<file path="src/rtl/pu_mem_loader.sv">
// pu_mem_loader: feeds one PU memory port from load/readback commands.
// Define PU_MEM_LOADER_RD_EN to build the readback FIFO and READ/DRAIN path.
module pu_mem_loader #(
    parameter int memDataLen        = 16,
    parameter int numPuMemColumns   = 2,
    parameter int logNumPeMemColumn = 2,
    parameter int logMemNamespaces  = 2,
    parameter int logMaxCount       = 16,
    localparam int memDataLenIn = memDataLen * numPuMemColumns,
    localparam int memCtrlIn    = (logNumPeMemColumn + 1) * numPuMemColumns
) (
    input  logic                        clk,
    input  logic                        reset,
    input  logic                        cmd_valid,
    output logic                        cmd_ready,
    input  logic                        cmd_rd_wrt,
    input  logic [logMemNamespaces-1:0] cmd_data_type,
    input  logic [logMaxCount-1:0]      cmd_count,
    input  logic [memDataLenIn-1:0]     wr_data,
    input  logic                        wr_data_valid,
    output logic                        wr_data_ready,
    output logic [memDataLenIn-1:0]     rd_data,
    output logic                        rd_data_valid,
    input  logic                        rd_data_ready,
    output logic                        mem_rd_wrt,
    output logic [memCtrlIn-1:0]        ctrl_mem_in,
    output logic [logMemNamespaces-1:0] mem_data_type,
    output logic [memDataLenIn-1:0]     mem_data_input,
    input  logic [memDataLenIn-1:0]     mem_data_output,
    output logic                        busy,
    output logic                        done
);

    localparam int CW = logNumPeMemColumn + 1;

`ifdef PU_MEM_LOADER_RD_EN
    typedef enum logic [1:0] {S_IDLE, S_WRITE, S_READ, S_DRAIN} state_t;
`else
    typedef enum logic {S_IDLE, S_WRITE} state_t;
`endif

    state_t                        state_q, state_d;
    logic [logMaxCount-1:0]        rem_q, rem_d;
    logic [logNumPeMemColumn-1:0]  pe_q, pe_d;
    logic [logMemNamespaces-1:0]   type_q, type_d;
    logic                          done_d;
    logic                          beat, issue, step;
    logic [memCtrlIn-1:0]          ctrl_d, ctrl_q;
    logic [memDataLenIn-1:0]       din_q;

    assign cmd_ready      = (state_q == S_IDLE);
    assign busy           = (state_q != S_IDLE);
    assign wr_data_ready  = (state_q == S_WRITE);
    assign beat           = wr_data_ready & wr_data_valid;
    assign step           = beat | issue;
    assign ctrl_mem_in    = ctrl_q;
    assign mem_data_input = din_q;
    assign mem_data_type  = type_q;

`ifdef PU_MEM_LOADER_RD_EN
    logic [memDataLenIn-1:0] fifo_q [4];
    logic [1:0]              wp_q, rp_q;
    logic [2:0]              cnt_q, cnt_d, outs_q, outs_d;
    logic                    rq_q, cap_q, push, pop, rd_wrt_q;

    // Credit covers both queued beats and requests still in the PU pipe
    assign issue = (state_q == S_READ) & (rem_q != '0)
                 & (({1'b0, outs_q} + {1'b0, cnt_q}) < 4'd4);
    assign push   = cap_q;
    assign pop    = (cnt_q != 3'd0) & rd_data_ready;
    assign cnt_d  = cnt_q + {2'b0, push} - {2'b0, pop};
    assign outs_d = outs_q + {2'b0, issue} - {2'b0, push};

    assign rd_data_valid = (cnt_q != 3'd0);
    assign rd_data       = rd_data_valid ? fifo_q[rp_q] : '0;
    assign mem_rd_wrt    = rd_wrt_q;

    always_ff @(posedge clk or negedge reset) begin
        if (!reset) begin
            wp_q     <= '0;
            rp_q     <= '0;
            cnt_q    <= '0;
            outs_q   <= '0;
            rq_q     <= 1'b0;
            cap_q    <= 1'b0;
            rd_wrt_q <= 1'b0;
        end else begin
            rq_q   <= issue;
            cap_q  <= rq_q;
            cnt_q  <= cnt_d;
            outs_q <= outs_d;
            if (push) wp_q <= wp_q + 2'd1;
            if (pop) rp_q <= rp_q + 2'd1;
            if (issue) rd_wrt_q <= 1'b1;
            else if (beat) rd_wrt_q <= 1'b0;
        end
    end

    always_ff @(posedge clk) begin
        if (push) fifo_q[wp_q] <= mem_data_output;
    end
`else
    logic unused_rd;

    assign issue         = 1'b0;
    assign rd_data       = '0;
    assign rd_data_valid = 1'b0;
    assign mem_rd_wrt    = 1'b0;
    assign unused_rd     = ^{mem_data_output, rd_data_ready};
`endif

    always_comb begin
        ctrl_d = '0;
        if (step) begin
            for (int c = 0; c < numPuMemColumns; c++) begin
                ctrl_d[CW*c] = 1'b1;
                ctrl_d[CW*c+1 +: logNumPeMemColumn] = pe_q;
            end
        end
    end

    always_comb begin
        state_d = state_q;
        rem_d   = rem_q;
        pe_d    = pe_q;
        type_d  = type_q;
        done_d  = 1'b0;
        if (step) begin
            rem_d = rem_q - logMaxCount'(1);
            pe_d  = pe_q + logNumPeMemColumn'(1);
        end
        unique case (state_q)
            S_IDLE: begin
                if (cmd_valid) begin
                    type_d = cmd_data_type;
                    rem_d  = cmd_count;
                    pe_d   = '0;
                    if (cmd_count == '0) begin
                        done_d = 1'b1;
                    end else if (!cmd_rd_wrt) begin
                        state_d = S_WRITE;
                    end else begin
`ifdef PU_MEM_LOADER_RD_EN
                        state_d = S_READ;
`else
                        done_d = 1'b1;
`endif
                    end
                end
            end
            S_WRITE: begin
                if (beat && rem_q == logMaxCount'(1)) begin
                    state_d = S_IDLE;
                    done_d  = 1'b1;
                end
            end
`ifdef PU_MEM_LOADER_RD_EN
            S_READ: begin
                if (issue && rem_q == logMaxCount'(1)) state_d = S_DRAIN;
            end
            // Retire on the final pop so done lands the cycle after it
            S_DRAIN: begin
                if (outs_d == 3'd0 && cnt_d == 3'd0) begin
                    state_d = S_IDLE;
                    done_d  = 1'b1;
                end
            end
`endif
            default: ;
        endcase
    end

    always_ff @(posedge clk or negedge reset) begin
        if (!reset) begin
            state_q <= S_IDLE;
            rem_q   <= '0;
            pe_q    <= '0;
            type_q  <= '0;
            done    <= 1'b0;
            ctrl_q  <= '0;
            din_q   <= '0;
        end else begin
            state_q <= state_d;
            rem_q   <= rem_d;
            pe_q    <= pe_d;
            type_q  <= type_d;
            done    <= done_d;
            ctrl_q  <= ctrl_d;
            if (beat) din_q <= wr_data;
        end
    end

endmodule
</file>
<file path="config.mk">
export PLATFORM = sky130hd
export DESIGN_NAME = pu_mem_loader
export DESIGN_NICKNAME = d
export VERILOG_FILES = /design/src/rtl/pu_mem_loader.sv
export SDC_FILE = /design/constraint.sdc
export NUM_CORES = 1
export LEC_CHECK = 0
export BUFFER_PORTS_ARGS = -buffer_cell sky130_fd_sc_hd__buf_2
export CAP_MARGIN = 0
export CORE_MARGIN = 3
export CORE_UTILIZATION = 43
export DETAILED_ROUTE_END_ITERATION = 6
export PLACE_DENSITY = 0.77
export SYNTH_ARGS = -nofsm -noshare
export SYNTH_HDL_FRONTEND = slang
export SYNTH_SLANG_ARGS = --single-unit
</file>
<file path="constraint.sdc">
create_clock -name clk -period 1.6 [get_ports clk]
set_input_delay 0 -clock clk [delete_from_list [all_inputs] [get_ports clk]]
set_output_delay 0 -clock clk [all_outputs]
set_load 0.05 [all_outputs]
</file>
Word-level counts from Yosys, hierarchy flattened
Index checks and enable logic that the tools add are counted.

cells by class
  shift operators = 0
  add/sub/neg operators = 2
  div/mod/pow operators = 0
  reductions and logical operators = 3
  bitwise operators = 2
  equality and inequality tests = 1
  muxes and demuxes = 17
  order comparisons = 0
  multiply operators = 0

operators with widths
  cell                                                                   number
  16-bit 2-to-1 mux                                                      3
  16-bit by 1-bit == test with 1-bit output (second input constant)      1
  16-bit zero test                                                       1
  16-bit by 1-bit subtractor with 16-bit output (second input constant)  1
  1-bit 2-to-1 mux                                                       8
  2-bit 2-to-1 mux                                                       3
  6-bit 2-to-1 mux                                                       1
  1-bit case mux with 2 select lines                                     2
  2-bit by 1-bit adder with 2-bit output (second input constant)         1
  2-bit AND reduction                                                    1
  1-bit bitwise AND                                                      1
  1-bit logical AND                                                      1
  1-bit inverter                                                         1

word-level totals
  RAM bits = 0
  register bits after elaboration = 60
  memories kept = 0
  bits of input ports = 88
  bits in latches = 0
  word-level logic and storage cells = 32
  ROM bits = 0

Longest topological paths before layout
Gate-level depths: netlist of run 1.

  depth in word-level cells = 4
  mapped depth = 7
  depth with buffers taken out = 6

Worst setup path before layout of run 1
OpenSTA, ideal clock, no wires.

  path type = register -> register
  start point = register state_q, in the netlist busy
  end point = register pe_q[0]
  slack = -0.127 ns
  clock period less this slack = 1.727 ns
  cell stages (with the launch flop) = 6
  path buffers = 1
  arrival time = 1.608 ns
  cell sequence = dfrtp_1 nand2_1 inv_2 buf_4 ha_1 and2_1

on the way
  cells in the longest elaborated chain, start to end = 4

RTL lines
  element                 line  source
  from (decl)             42    state_t state_q, state_d;
  from (signal assigned)  183   state_q <= state_d;
  1-bit bitwise AND (*)   54    assign beat = wr_data_ready & wr_data_valid;
  named net beat          47    logic beat, issue, step;
  2-bit 2-to-1 mux (*)    128   if (step) begin
  2-bit 2-to-1 mux        134   if (cmd_valid) begin
  2-bit 2-to-1 mux (*)    132   unique case (state_q)
  named net pe_d[0]       44    logic [logNumPeMemColumn-1:0] pe_q, pe_d;
  to (signal assigned)    185   pe_q <= pe_d;
  to (decl)               44

Mark *: on every way through the listed nets, which the timed path passes. The rest lies on a longest branch.
A chain may end at the register's enable or synchronous reset.

Final worst setup path of run 1
  start point = register rem_q[8]
  end point = register rem_q[12]

on the way
  cells in the longest elaborated chain, start to end = 4

RTL lines
  element                                            line  source
  from (decl)                                        43    logic [logMaxCount-1:0] rem_q, rem_d;
  from (signal assigned)                             184   rem_q <= rem_d;
  16-bit by 1-bit subtractor with 16-bit output (*)  129   rem_d = rem_q - logMaxCount'(1);
  16-bit 2-to-1 mux (*)                              128
  16-bit 2-to-1 mux                                  134
  16-bit 2-to-1 mux (*)                              132
  named net rem_d[12]                                43

Marked as above.

==> flow_metrics.env, run 1 <==
export IMPL_synth_async_sr_flop_share_pct=100
export IMPL_setup_crit_start_kind="flop"
export IMPL_grt_overflow_total=0
export IMPL_final_worst_path_cycle_share_pct=92.0
export IMPL_hp_class="input port to flop"
export IMPL_skew_pair_late_insertion_delay_ns=0.33
export IMPL_synth_enable_flop_cells=0
export IMPL_layoutNonFillerInstCount=475
export IMPL_worst_endpoint_required_ns=1.85
export IMPL_path_max_fanout=6
export IMPL_cts_inserted_buffers=9
export IMPL_portBuffers=98
export IMPL_grt_start_max_net_pins=32
export IMPL_ff_latch_area_mm2=0.00143
export IMPL_worst_setup_hold_path_clk_slew_ns=0.06
export IMPL_tritoncts_clock_tree="done"
export IMPL_cts_root_buf="clkbuf_8"
export IMPL_drc=0
export IMPL_timing_hold_violations_final=0
export IMPL_dp_slack_ns=0.0935
export IMPL_nets_finish=487
export IMPL_main_combinational_cell_family_by_area_after_synthesis="multiplexers"
export IMPL_period_minus_slack_ns=1.47
export IMPL_maxSlewViolCount=0
export IMPL_fillCellCount=472
export IMPL_synth_ff_latch_count=57
export IMPL_synth_adder_area_share_pct=1.35
export IMPL_synth_compound_area_share_pct=4.54
export IMPL_floorplan_core_area_mm2=0.00610
export IMPL_timing_clock_skew_ns=0.00822
export IMPL_power_share_clock_pct=20.6
export IMPL_route_detailed_vias_per_inst=4.77
export IMPL_totalPowerFinal_uw=5630
export IMPL_cp_cell_sequence="nor4_4, buf_4, nand4_1, xor2_1, o21ai_1"
export IMPL_design_die_area_mm2=0.00747
export IMPL_post_drt_wl_per_cell_um=14.8
export IMPL_synth_mux_area_fraction_pct=13.3
export IMPL_netSwitchingFraction_pct=43.7
export IMPL_drtIter0Drc=142
export IMPL_grt_pass1_wl_mm=11.4
export IMPL_yosysWarningCount=0
export IMPL_track_usage_pct=20.1
export IMPL_status="complete, no violations"
export IMPL_top_delay_family_on_crit_path="simple AND/OR/NAND/NOR gates"
export IMPL_cts_htree_levels=3
export IMPL_detailedPlacementHpwl_mm=4.60
export IMPL_drv_max_cap_violation_count=0
export IMPL_routabilityCongestion=0.742
export IMPL_setup_viol_count_final=0
export IMPL_placedCellCount=407
export IMPL_hold_worst_slack_ns=0.0927
export IMPL_maxClockFrequency_mhz=679
export IMPL_combPwrFrac_pct=40.5
export IMPL_yosys_area_share_xor_xnor_pct=4.09
export IMPL_worst_setup_path_end_kind="flop"
export IMPL_setup_worst_path_class="flop to flop"
export IMPL_fp_dieW_um=86.4
export IMPL_ff2ff_setup_slack_ns=0.13
export IMPL_antenna_found_initial=0
export IMPL_hold_start="cmd_valid"
export IMPL_crit_buf_inv=1
export IMPL_layout_area_overhead_vs_synth_pct=42.0
export IMPL_routed_wl_mm=7.03
export IMPL_drt_pass1_iter_count=4
export IMPL_cp_startpoint="rem_q[8]"
export IMPL_worst_r2r_startpoint="rem_q[8]"
export IMPL_setup_ws_ns=0.128
export IMPL_rows=28
export IMPL_worstMarginPinSlew_ns=0.727
export IMPL_vias_in_the_first_global_route=2349
export IMPL_syn_std_cell_area_mm2=0.00278
export IMPL_synth_simple_area_share_pct=12.3
export IMPL_layout_drive_gt1_share_pct=40.3
export IMPL_netSwitchingPower_uw=2460
export IMPL_timing_critical_path_slowest_stage_cell="dfrtp_1"
export IMPL_synth_top_flop_cell="dfrtp_1"
export IMPL_routed_via_count=2268
export IMPL_p_int_uw=3170
export IMPL_clkSinkCount=57
export IMPL_synthesized_netlist_cell_count=239
export IMPL_synthDistinctLibCells=38
export IMPL_power_static_leakage_uw=0.00188
export IMPL_rsz_0062_raised_after_global_routing="no"
export IMPL_number_of_buffers_between_clock_root_and_the_deepest_sink=2
export IMPL_multi_input_logic_area_mm2=0.00112
export IMPL_vdd_ir_drop_max_mv=0.832
export IMPL_effective_utilization_at_floorplan_pct=45.6
export IMPL_seqPwrFrac_pct=38.9
export IMPL_power_density_cell_area_mw_per_mm2=1430
export IMPL_arrival_ns=1.72
export IMPL_synth_yosys_seq_area_share_pct=51.3
export IMPL_max_slew_margin_pct=51.5
export IMPL_antenna_cells_inserted=0
export IMPL_synthesis_area_per_instance_um2=11.6
export IMPL_postRouteAntennaNets=0
export IMPL_num_io_pins=166
export IMPL_worst_path_largest_cell_delay_ns=0.44
export IMPL_dieHeight_um=86.4
export IMPL_timing_setup_tns_ns=0
[layout by cell type (no fill, tap or decap), types with 8 or more instances in the layout]
| cell | n |
|---|---|
| o21ai_0 | 8 |
| buf_4 | 8 |
| conb_1 | 34 |
| clkbuf_8 | 10 |
| dlygate4sd3_1 | 53 |
| xor2_1 | 11 |
| mux2_2 | 32 |
| nand2_1 | 25 |
| dfrtp_1 | 55 |
| buf_2 | 98 |
[synth_stat cells, drive strengths merged, types with 4 or more instances]
| cell | n | area (µm²) |
|---|---|---|
| buf | 44 | 329 |
| mux2 | 32 | 360 |
| o21ai | 13 | 65.1 |
| inv | 4 | 15.0 |
| dfrtp | 57 | 1430 |
| nand3 | 4 | 20.0 |
| nand4 | 4 | 25.0 |
| xor2 | 11 | 96.3 |
| clkbuf | 4 | 16.3 |
| nand2 | 25 | 93.8 |
| nor4 | 7 | 73.8 |
| nor2 | 4 | 15.0 |
[worst min-delay path, stage by stage]
cell	delay [ns]
buf_2	0.09
and2b_1	0.22
nor2_1	0.07
[cell type report]
class / instances / share of cell area [%]
Tap cell: 75 / 2.38
Sequential cell: 57 / 36.2
Inverter: 4 / 0.380
Timing Repair Buffer: 161 / 28.4
Clock inverter: 5 / 0.824
Multi-Input combinational cell: 163 / 28.4
Clock buffer: 10 / 3.49
[worst paths after layout]
| check | depth (start not counted) | end |
|---|---|---|
| hold / removal | 3 | pe_q[1] |
| max in group asynchronous | 3 | mem_data_type[1] |
| hold reg to reg | 2 | mem_data_type[0] |
| min in group asynchronous | 2 | mem_data_input[15] |
| setup reg to reg | 5 | rem_q[12] |
| setup / recovery | 5 | rem_q[12] |
[registers in the layout, indices dropped and copies added (netlist names)]
| register | cells |
|---|---|
| busy | 1 |
| ctrl_mem_in | 3 |
| done | 1 |
| mem_data_input | 32 |
| mem_data_type | 2 |
| pe_q | 2 |
| rem_q | 16 |
[timing repair]
| action | 4_1_cts | 5_1_grt |
|---|---|---|
| gates resized for setup | 0 | 2 |
| endpoints found under the hold margin | 81 | 0 |
| hold buffers | 53 | 0 |
| setup endpoints to repair | 0 | 5 |
| setup buffers | 0 | 0 |
[layer usage]
layer	share of wire, %	GRT usage (%)
met4	4.3	12.9
met1	38	21.9
met2	53	35.3
met3	5.3	4.18
met5	0	0
[power groups by stage]
stage / sequential, µW / combinational (µW) / clock (µW)
global route: 2250 / 2430 / 1280
detailed placement: 2190 / 2170 / 0
global placement: 2160 / 2120 / 0
finish: 2190 / 2280 / 1160
floorplan: 2860 / 1040 / 0
CTS: 2170 / 2280 / 1200
[cell families after synthesis]
kind of cell	count (synthesis)
AND/OR/NAND/NOR	59
flip-flops	57
buffers and inverters	52
multiplexers	33
AO/OA/AOI/OAI	21
XOR/XNOR	13
adder cells (fa/ha/maj)	3
other	1
[per-stage QoR]
stage	util [%]	cell area, µm²
2_1_floorplan	-	2910
5_1_grt	64.8	3950
3_3_place_gp	53.2	3250
6_report	64.8	3950
4_1_cts	64.7	3950
3_5_place_dp	53.2	3250
Note: power is estimated with default switching activity, not from simulation.
==> run 2: changes to the inputs <==
ABC_CLOCK_PERIOD_IN_PS = 1600   (was unset)
CELL_PAD_IN_SITES_DETAIL_PLACEMENT = 1   (was unset)
CELL_PAD_IN_SITES_GLOBAL_PLACEMENT = 2   (was unset)
CORE_UTILIZATION = 25   (was 43)
PLACE_DENSITY = 0.78   (was 0.77)
==> run 2 against run 1 <==
  * Hold slack lost 0.043 ns
  * Via count about the same
  * Wire length up 9.2%
  * Worst setup slack got worse by 0.049 ns
  * Combinational power grew 2%
  * Maximum frequency is 3.2% lower
  * Design area is 3.0% higher
  * Non-clock buffer count rose by 3
  * Global-route usage fell by 7.9 points
  * Sequential share of layout area decreased by 1.0 points
==> flow_metrics.env, run 2 (synthesis gave the netlist of run 1 again) <==
export IMPL_status="complete, no violations"
export IMPL_worst_r2r_startpoint="rem_q[8]"
export IMPL_detailedPlacementHpwl_mm=5.21
export IMPL_clkSinkCount=57
export IMPL_setup_viol_count_final=0
export IMPL_floorplan_core_area_mm2=0.0106
export IMPL_timing_critical_path_slowest_stage_cell="dfrtp_2"
export IMPL_worst_endpoint_required_ns=1.82
export IMPL_effective_utilization_at_floorplan_pct=26.4
export IMPL_fp_dieW_um=111
export IMPL_final_worst_path_cycle_share_pct=95.1
export IMPL_cts_root_buf="clkbuf_8"
export IMPL_mostFrequentLayoutCell="buf_2"
export IMPL_rows=37
export IMPL_worst_setup_path_end_kind="flop"
export IMPL_postRouteAntennaNets=0
export IMPL_antenna_cells_inserted=0
export IMPL_maxClockFrequency_mhz=657
export IMPL_cp_cell_sequence="nor4_4, buf_4, nand3b_1, mux2i_1, a211o_1"
export IMPL_drc=0
export IMPL_maxSlewViolCount=0
export IMPL_worst_hold_path_endpoint="done"
export IMPL_setup_worst_path_class="flop to flop"
export IMPL_most_common_layout_cells="98 x buf_2, 54 x dfrtp_1, 52 x dlygate4sd3_1"
export IMPL_grt_overflow_total=0
export IMPL_skew_pair_late_insertion_delay_ns=0.34
export IMPL_track_usage_pct=12.2
export IMPL_layout_area_overhead_vs_synth_pct=46.2
export IMPL_setup_crit_start_kind="flop"
export IMPL_power_density_cell_area_mw_per_mm2=1440
export IMPL_worst_setup_hold_path_clk_slew_ns=0.07
export IMPL_route_detailed_vias_per_inst=4.20
export IMPL_hp_class="input port to flop"
export IMPL_number_of_buffers_between_clock_root_and_the_deepest_sink=2
export IMPL_vdd_ir_drop_max_mv=0.545
export IMPL_tritoncts_clock_tree="done"
export IMPL_layout_drive_gt1_share_pct=41.1
export IMPL_arrival_ns=1.74
export IMPL_path_max_fanout=3
export IMPL_routed_wl_mm=7.67
export IMPL_hold_worst_slack_ns=0.0498
export IMPL_routed_via_count=2270
export IMPL_num_io_pins=166
export IMPL_portBuffers=98
export IMPL_design_die_area_mm2=0.0124
export IMPL_regToRegEndpoint="rem_q[15]"
export IMPL_routabilityCongestion=0.731
export IMPL_cts_htree_levels=3
export IMPL_timing_setup_tns_ns=0
export IMPL_hold_start="cmd_rd_wrt"
export IMPL_worst_path_largest_cell_delay_ns=0.44
export IMPL_grt_pass1_wl_mm=12.2
export IMPL_timing_clock_skew_ns=0.00919
export IMPL_drv_max_cap_violation_count=0
export IMPL_ff2ff_setup_slack_ns=0.08
export IMPL_period_minus_slack_ns=1.52
export IMPL_antenna_found_initial=0
export IMPL_timing_hold_violations_final=0
export IMPL_largest_register_ff_count=32
export IMPL_drt_pass1_iter_count=4
export IMPL_cts_inserted_buffers=9
export IMPL_power_static_leakage_uw=0.00191
export IMPL_post_drt_wl_per_cell_um=14.2
export IMPL_totalPowerFinal_uw=5860
export IMPL_nets_finish=490
export IMPL_grt_start_max_net_pins=36
export IMPL_dieHeight_um=111
export IMPL_rr_worst_depth=5
export IMPL_timing_hold_worst_path_depth=3
export IMPL_vias_in_the_first_global_route=2436
export IMPL_drtIter0Drc=65
run 2: metal layers:
metal | wire length (µm) | part of all wire, % | vias to the layer above | global-route usage, %
met2 | 4030 | 52 | 86 | 22.5
met1 | 3070 | 40 | 1104 | 13.4
met5 | 0 | 0 | - | 0
li1 | - | - | 1069 | -
met3 | 423 | 5.5 | 11 | 3.10
met4 | 150 | 2.0 | 0 | 4.79
run 2: critical path, delay by kind of cell (launching register included):
| kind | cells | cell delay [ns] |
|---|---|---|
| buffers and inverters | 1 | 0.16 |
| AO/OA/AOI/OAI | 1 | 0.26 |
| flip-flops | 1 | 0.44 |
| multiplexers | 1 | 0.14 |
| AND/OR/NAND/NOR | 2 | 0.42 |
run 2: cell type report:
type | instances | area (µm²)
fillers | 1214 | 6490
clock inverters | 5 | 55.1
repair buffers | 164 | 1140
clock buffers | 11 | 141
inverters | 4 | 15.0
well taps | 136 | 170
multi-input cells | 163 | 1120
flip-flops and latches | 57 | 1430
run 2: how the worst max path moves through the flow:
| stage | cells after the start | start | slack (ns) | end |
|---|---|---|---|---|
| 6_report | 5 | rem_q[8] | 0.08 | rem_q[15] |
| 5_1_grt | 5 | rem_q[7] | -0.03 | rem_q[12] |
| 4_1_cts | 7 | rem_q[0] | 0.1 | rem_q[12] |
| 3_5_place_dp | 4 | busy | 0.11 | mem_data_input[23] |
| 3_3_place_gp | 4 | rem_q[12] | 0.16 | rem_q[15] |
| 2_1_floorplan | 5 | busy | 0.08 | pe_q[0] |
run 2: report_power, final:
group / leakage [µW] / total [µW] / switching [µW] / internal (µW)
clock: 0.0000953 / 1350 / 590 / 756
combinational: 0.00115 / 2320 / 1550 / 774
sequential: 0.000666 / 2190 / 345 / 1840
run 2: through the flow:
| stage | instance area [µm²] | util, % | worst slack [ns] | instances |
|---|---|---|---|---|
| finish | 4070 | 38.5 | 0.0787 | 540 |
| global placement | 3320 | 31.4 | 0.163 | 469 |
| floorplan | 2910 | - | 0.0835 | 272 |
| CTS | 4030 | 38.2 | 0.0997 | 537 |
| detailed placement | 3320 | 31.4 | 0.115 | 469 |
| global route | 4070 | 38.5 | -0.0255 | 540 |
run 2: repair_timing:
item | 4_1_cts | 5_1_grt
setup buffers | 0 | 3
hold buffers | 52 | 0
gates resized for setup | 0 | 5
setup endpoints to repair | 0 | 1
endpoints found under the hold margin | 108 | 0
==> run 3: changes to the inputs <==
CORE_ASPECT_RATIO = 0.7   (was unset)
==> run 3 against run 2 <==
  * Clock-buffer cell count did not move
  * Largest power group unchanged
  * Global-route usage up 1.1 points
  * Final cell count is 1.3% higher
  * Flip-flop and latch count did not move
  * Critical path depth is 1 lower
  * Register-to-register slack better by 0.04 ns
  * Largest cell class unchanged
  * Combinational power barely moved
  * Highest routed layer unchanged
  * Hold slack better by 0.016 ns
  * Sequential power about the same
==> flow_metrics.env, run 3 (synthesis gave the netlist of run 1 again) <==
export IMPL_layoutNonFillerInstCount=547
export IMPL_layout_drive_gt1_share_pct=40.4
export IMPL_cts_root_buf="clkbuf_16"
export IMPL_floorplan_core_area_mm2=0.0106
export IMPL_period_minus_slack_ns=1.48
export IMPL_route_detailed_vias_per_inst=4.11
export IMPL_detailedPlacementHpwl_mm=5.36
export IMPL_ff2ff_setup_slack_ns=0.12
export IMPL_num_io_pins=166
export IMPL_portBuffers=98
export IMPL_drtIter0Drc=113
export IMPL_mostFrequentLayoutCell="buf_2"
export IMPL_effective_utilization_at_floorplan_pct=26.3
export IMPL_setup_crit_start_kind="flop"
export IMPL_post_drt_wl_per_cell_um=14.5
export IMPL_maxSlewViolCount=0
export IMPL_timing_hold_worst_path_depth=3
export IMPL_grt_pass1_wl_mm=13.0
export IMPL_crit_buf_inv=2
export IMPL_rows=31
export IMPL_post_route_util_pct=39.7
export IMPL_top_delay_family_on_crit_path="flip-flops"
export IMPL_regToRegEndpoint="mem_data_input[22]"
export IMPL_worstSetupPathDepth=4
export IMPL_setup_worst_path_class="flop to flop"
export IMPL_design_die_area_mm2=0.0124
export IMPL_rsz_0062_raised_after_global_routing="no"
export IMPL_cp_cell_sequence="nand2_1, inv_2, buf_12, mux2_2"
export IMPL_routed_wl_mm=7.96
export IMPL_timing_critical_path_slowest_stage_cell="dfrtp_2"
export IMPL_cts_htree_levels=3
export IMPL_antenna_cells_inserted=0
export IMPL_most_common_layout_cells="98 x buf_2, 56 x dfrtp_1, 52 x dlygate4sd3_1"
export IMPL_hp_class="input port to flop"
export IMPL_fp_dieW_um=132
export IMPL_worst_setup_hold_path_clk_slew_ns=0.05
export IMPL_grt_overflow_total=0
export IMPL_track_usage_pct=13.3
export IMPL_postRouteAntennaNets=0
export IMPL_power_static_leakage_uw=0.00196
export IMPL_cp_startpoint="busy"
export IMPL_setup_viol_count_final=0
export IMPL_grt_start_max_net_pins=46
export IMPL_vias_in_the_first_global_route=2596
export IMPL_vdd_ir_drop_max_mv=0.555
export IMPL_drc=0
export IMPL_timing_hold_violations_final=0
export IMPL_worst_setup_path_end_kind="flop"
export IMPL_final_worst_path_cycle_share_pct=92.8
export IMPL_hold_worst_slack_ns=0.0657
export IMPL_routed_via_count=2250
export IMPL_nets_finish=485
export IMPL_drt_pass1_iter_count=4
export IMPL_arrival_ns=1.68
export IMPL_clkSinkCount=57
export IMPL_routabilityCongestion=0.723
export IMPL_drv_max_cap_violation_count=0
export IMPL_largest_register_ff_count=32
export IMPL_power_density_cell_area_mw_per_mm2=1570
export IMPL_worst_endpoint_required_ns=1.80
export IMPL_tritoncts_clock_tree="done"
export IMPL_path_max_fanout=28
export IMPL_critical_path_endpoint="mem_data_input[22]"
export IMPL_placedCellCount=479
export IMPL_status="complete, no violations"
export IMPL_number_of_buffers_between_clock_root_and_the_deepest_sink=2
export IMPL_rr_worst_depth=4
export IMPL_postCtsSetupRepairBufs=0
export IMPL_dieHeight_um=94.3
export IMPL_worst_path_largest_cell_delay_ns=0.46
export IMPL_timing_setup_tns_ns=0
export IMPL_timing_clock_skew_ns=0.00606
export IMPL_worst_r2r_startpoint="busy"
export IMPL_antenna_found_initial=0
export IMPL_layout_area_overhead_vs_synth_pct=51.0
export IMPL_cts_inserted_buffers=9
export IMPL_skew_pair_late_insertion_delay_ns=0.32
export IMPL_maxClockFrequency_mhz=674
[run 3: cell count changes in the layout (fill, tap and decap cells not counted), sizes merged]
cell	change
buf	-5
clkinvlp	-1
bufinv	+1
[run 3: worst min-delay path by stage]
stage,end,start,slack (ns)
global placement,mem_data_input[23],reset,-0.08
finish,busy,cmd_rd_wrt,0.07
global route,busy,cmd_rd_wrt,0.07
floorplan,busy,reset,-0.30
detailed placement,mem_data_input[18],reset,-0.07
CTS,busy,cmd_rd_wrt,0.06
[run 3: area by class of cell]
class,instances,area [µm²]
Timing Repair Buffer,159,1120
Multi-Input combinational cell,163,1130
Fill cell,1183,6390
Tap cell,148,185
Sequential cell,57,1430
Clock buffer,11,253
Inverter,4,15.0
Clock inverter,5,77.6
[run 3: worst register-to-register path, delay by kind of cell, from the launching register on]
kind,cells,cell delay (ns)
AND/OR/NAND/NOR,1,0.17
multiplexers,1,0.37
buffers and inverters,2,0.36
flip-flops,1,0.46
[run 3: what timing repair did]
item / 4_1_cts / 5_1_grt
hold buffers: 52 / 0
setup endpoints to repair: 0 / 7
endpoints found under the hold margin: 108 / 0
resized for setup: 0 / 2
[run 3: power by group]
group | internal (µW) | switching (µW) | total (µW)
combinational | 747 | 1550 | 2300
sequential | 1840 | 347 | 2190
clock | 1440 | 651 | 2090
[run 3: metal layers]
metal | vias up | share of wire [%] | track usage (%) | wire length [µm]
li1 | 1064 | - | - | -
met1 | 1107 | 44 | 15.7 | 3480
met2 | 70 | 50 | 23.3 | 3990
met3 | 9 | 4.4 | 3.64 | 351
met4 | 0 | 1.7 | 4.98 | 132
met5 | - | 0 | 0 | 0
[run 3: per-stage QoR]
step | setup WS [ns] | power (µW) | area [µm²]
final | 0.116 | 6580 | 4200
after global routing | 0.00639 | 6930 | 4200
after CTS | 0.0393 | 6640 | 4190
after detailed placement | 0.0487 | 4400 | 3340
after global placement | 0.121 | 4340 | 3340
after floorplan | 0.0835 | 3900 | 2910
